## config.mk

```make
export PLATFORM = sky130hd
export DESIGN_NAME = imem_program_loader
export DESIGN_NICKNAME = d
export VERILOG_FILES = /design/src/rtl/imem_program_loader.sv
export SDC_FILE = /design/constraint.sdc
export NUM_CORES = 1
export LEC_CHECK = 0
export ABC_AREA = 1
export CAP_MARGIN = 20
export CORE_UTILIZATION = 60
export CTS_BUF_LIST = sky130_fd_sc_hd__clkbuf_16
export DETAILED_ROUTE_END_ITERATION = 6
export DONT_BUFFER_PORTS = 1
export PLACE_DENSITY_LB_ADDON = 0.08
export SYNTH_ARGS = -nofsm -noshare
export SYNTH_HDL_FRONTEND = slang
export SYNTH_SLANG_ARGS = --single-unit
export TNS_END_PERCENT = 1
```

## constraint.sdc

```tcl
create_clock -name clk -period 3.8 [get_ports clk]
set_input_delay 0.76 -clock clk [delete_from_list [all_inputs] [get_ports clk]]
set_output_delay 0.76 -clock clk [all_outputs]
set_load 0.01 [all_outputs]
```

## src/rtl/imem_program_loader.sv

```systemverilog
// imem_program_loader: turns a framed byte stream (16-bit word count, little-endian
// payload words, 8-bit additive checksum) into instruction-memory writes, and holds
// the core in reset until a complete image with a valid checksum has been loaded.
module imem_program_loader #(
    parameter int unsigned          DEPTH     = 256,
    parameter int unsigned          ADDR_W    = 32,
    parameter logic [ADDR_W-1:0]    BASE_ADDR = '0
) (
    input  logic              clk,
    input  logic              reset,
    input  logic              rx_valid,
    input  logic [7:0]        rx_data,
    output logic              rx_ready,
    input  logic              reload,
    output logic              imem_we,
    output logic [ADDR_W-1:0] imem_addr,
    output logic [31:0]       imem_wdata,
    output logic              core_reset,
    output logic              done,
    output logic              error
);

    typedef enum logic [2:0] {
        S_HDR0,
        S_HDR1,
        S_DATA,
        S_CSUM,
        S_DONE,
        S_ERR
    } state_t;

    state_t      state;
    logic [15:0] cnt;      // image length in words
    logic [15:0] widx;     // index of the word being assembled; 16 bits covers any count
    logic [1:0]  bidx;     // byte position inside the current word
    logic [31:0] shift;    // partially assembled word
    logic [7:0]  sum;      // running payload checksum

    logic        xfer;
    logic [15:0] hdr_cnt;
    logic        last_word;

    assign xfer      = rx_valid & rx_ready;
    assign hdr_cnt   = {rx_data, cnt[7:0]};
    assign last_word = (widx == cnt - 16'd1);

    // Stream is accepted while a load is in progress; DONE/ERR wait for reload.
    assign rx_ready  = (state != S_DONE) && (state != S_ERR);

    // Load sequencer: header parse, word packing, write strobe, checksum verdict.
    always_ff @(posedge clk or negedge reset) begin
        if (!reset) begin
            state      <= S_HDR0;
            cnt        <= '0;
            widx       <= '0;
            bidx       <= '0;
            shift      <= '0;
            sum        <= '0;
            imem_we    <= 1'b0;
            imem_addr  <= BASE_ADDR;
            imem_wdata <= '0;
            core_reset <= 1'b1;
            done       <= 1'b0;
            error      <= 1'b0;
        end else begin
            imem_we    <= 1'b0;
            // Core is released one cycle after DONE is reached, not on the same edge.
            core_reset <= (state != S_DONE);
            case (state)
                S_HDR0: begin
                    if (xfer) begin
                        cnt[7:0] <= rx_data;
                        state    <= S_HDR1;
                    end
                end
                S_HDR1: begin
                    if (xfer) begin
                        cnt[15:8] <= rx_data;
                        if ({16'd0, hdr_cnt} > DEPTH) begin
                            state <= S_ERR;
                            error <= 1'b1;
                        end else if (hdr_cnt == 16'd0) begin
                            state <= S_CSUM;
                        end else begin
                            state <= S_DATA;
                        end
                    end
                end
                S_DATA: begin
                    if (xfer) begin
                        sum                <= sum + rx_data;
                        shift[8*bidx +: 8] <= rx_data;
                        bidx               <= bidx + 2'd1;
                        if (bidx == 2'd3) begin
                            // Word complete: strobe it out on the next cycle, no stall.
                            imem_we    <= 1'b1;
                            imem_wdata <= {rx_data, shift[23:0]};
                            imem_addr  <= BASE_ADDR + ADDR_W'({widx, 2'b00});
                            widx       <= widx + 16'd1;
                            if (last_word) begin
                                state <= S_CSUM;
                            end
                        end
                    end
                end
                S_CSUM: begin
                    if (xfer) begin
                        if (rx_data == sum) begin
                            state <= S_DONE;
                            done  <= 1'b1;
                        end else begin
                            state <= S_ERR;
                            error <= 1'b1;
                        end
                    end
                end
                S_DONE, S_ERR: begin
                    if (reload) begin
                        state      <= S_HDR0;
                        cnt        <= '0;
                        widx       <= '0;
                        bidx       <= '0;
                        sum        <= '0;
                        done       <= 1'b0;
                        error      <= 1'b0;
                        core_reset <= 1'b1;
                    end
                end
                default: begin
                    state <= S_HDR0;
                end
            endcase
        end
    end

endmodule
```

==> run metrics <==
most common cell after layout, fill and taps aside nand2_1; FF-to-FF path depth 9; CTS root buffer clkbuf_16; CTS resizes 0; reg-to-reg startpoint state[1]; Final Critical Period 2.33 ns; CP max FO 10; Leak 0.00335 uW; final net count 794; vias in the first global route 4,894; Worst-Skew Late Latency 0.41 ns; CTS tree built; final hold vios 0; area share of the largest cell type after synthesis 0.484; FF/Latch Area 3030 sq um; wire per inst 16.0 um; Finish-stage setup viols 0; worst min-delay path category in -> async; Seq/Total Area, Yosys 0.489; site row count 36; Max clock buf depth 2; final setup TNS 0 ns; Tcrit/Tclk final 0.612; Final Max Tran Viols 0; # Post-CTS Setup Buffers 0; Die H 104 um; syn_area_per_cell 8.10 sq um; Max stage delay on crit path 0.52 ns; Peak Freq 430 MHz; fill count 853; unrepaired setup endpoints after global routing false; critical path class reg -> out; cells after synthesis 765; worst endpoint required time 3.04 ns; Hold-fix buffers, CTS 0; GPL Wtd Cong 0.905; Yosys reg bits 121; DRC 0; max cap viols 0; # diodes 0; RR Endpoint widx[11]; most frequent cells in the layout nand2_1 (179), dfrtp_1 (120), o21ai_0 (111); Slew @ Worst Pin 0.794 ns; initial antenna violation count 0; initial core utilization 0.626; Sink Count 121; All-Layer GR Usage 0.289; grt ovf 0; slowest CP cell dfrtp_1; 1st-iter DRT viols 438; Mapped Area 6200 sq um; Setup Skew 0.00916 ns; htree depth 4; minimum hold slack 0.0449 ns; largest net degree at the start of global routing 122; Multi-input gate area 2650 sq um; Synth area leader dfrtp_1; Synth Warn # 0; pwr/cell area 817 nW/um^2; fin util 0.691; routed vias 5,044; status finished, final reports clean; fraction of layout cells with a size suffix above 1 0.0694; DP HPWL 10,100 um; Rel. slew slack 0.467; Area growth syn-to-layout 10.4%; DIE WIDTH 104 um; total power 5590 uW; Top Ports 81; total CTS buffers 17; Max VDD drop 0.488 mV; worst reg2reg setup slack 1.54 ns; drt pass-1 iters 5; Final ANT Viol Nets 0; Core ar. 9910 sq um; worst path arrival time 1.57 ns; full die area 10,700 sq um; dominant cells by area after synthesis dfrtp_1 (48%), nand2_1 (11%), o21ai_0 (9.0%); ordered list of cells on the worst path nor2_1 -> buf_4 -> inv_1; WL final 14,600 um; Startpoint Class flop; CP Capture Type output port; global-route wire length before repair 24,500 um; Synth cell types 39; clock transition at the registers of the reported paths 0.06 ns; routed vias/inst 5.54; IO buf count 0
[registers in the layout (all words and copies together), names as in the netlist]
register,count
shift,24
core_reset,1
imem_we,1
state,3
done,1
imem_wdata,32
error,1
cnt,16
bidx,2
widx,16
imem_addr,16
sum,8
[report_power, final]
group          switching (uW)  leakage [uW]  internal [uW]  total (uW)
clock network             593      0.000289           1030        1630
registers                 448       0.00160           1750        2200
logic                    1170       0.00147            596        1760
total                    2210       0.00335           3380        5590
[critical path, delay by kind of cell (launching register included)]
| family | cells | cell delay [ns] |
|---|---|---|
| DFF | 1 | 0.52 |
| and+or+nand+nor | 1 | 0.14 |
| buffers and inverters | 2 | 0.49 |
[how the worst max path moves through the flow]
stage,from,end,depth (start not counted)
global route,state[2],widx[11],11
detailed placement,rx_data[0],sum[6],10
global placement,rx_data[0],sum[6],11
floorplan,rx_data[0],sum[6],10
CTS,state[1],rx_ready,3
finish,state[1],rx_ready,3
[synth_stat cells]
| cell | number |
|---|---|
| nand3_2 | 2 |
| conb_1 | 1 |
| a22oi_1 | 1 |
| nor2_4 | 2 |
| nor4_1 | 3 |
| dfstp_2 | 1 |
| nor3_1 | 12 |
| nand3_1 | 34 |
| dfrtp_1 | 120 |
| o211a_1 | 1 |
| nand2_4 | 2 |
| o31ai_1 | 1 |
| o21ai_0 | 111 |
| o21a_1 | 1 |
| a22o_1 | 2 |
| o311ai_0 | 1 |
| xnor3_1 | 1 |
| xnor2_1 | 5 |
| xor2_1 | 8 |
| buf_2 | 4 |
| a21o_1 | 1 |
| nor4_4 | 2 |
| ha_1 | 15 |
| clkbuf_1 | 14 |
| nand2_1 | 179 |
| nand4_1 | 25 |
| inv_1 | 100 |
| nand2_2 | 2 |
| or2_2 | 1 |
| nor2_8 | 1 |
| buf_4 | 16 |
| a21oi_1 | 14 |
| buf_1 | 1 |
| mux2_2 | 2 |
| nor2_2 | 5 |
| nor2_1 | 69 |
| fa_1 | 1 |
| inv_2 | 2 |
| nand3b_1 | 2 |
[through the flow]
step,instances,setup slack [ns],area [sq um]
after floorplan,780,1.63,6260
after global placement,880,1.55,6240
after detailed placement,880,1.50,6240
after CTS,911,1.47,6840
after global routing,911,1.29,6840
final,911,1.47,6840
[cell families after synthesis]
| kind of cell | count (synthesis) | synth area share |
|---|---|---|
| simple gates | 341 | 0.247 |
| buf+inv | 137 | 0.0934 |
| compound gates | 133 | 0.112 |
| flops | 121 | 0.489 |
| fa+ha+maj | 16 | 0.0335 |
| xor+xnor | 14 | 0.0220 |
| mux | 2 | 0.00363 |
| other cells | 1 | 0.000605 |
[layout make-up]
cell class                      count  share of cell area
Sequential cell                   121               0.443
Multi-Input combinational cell    522               0.387
Clock buffer                       17              0.0622
Inverter                          102              0.0560
Clock inverter                     14              0.0258
Tap cell                          133              0.0243
Timing Repair Buffer                2             0.00219
[per-layer routing]
metal  up-vias  wire length, um  GRT usage
li1       2440                -          -
met1      2395             6760      0.413
met2       191             6620      0.439
met3        18             1010     0.0673
met4         0              190     0.0857
met5         -                0          0
No activity file was read; power rests on OpenSTA's default activity.
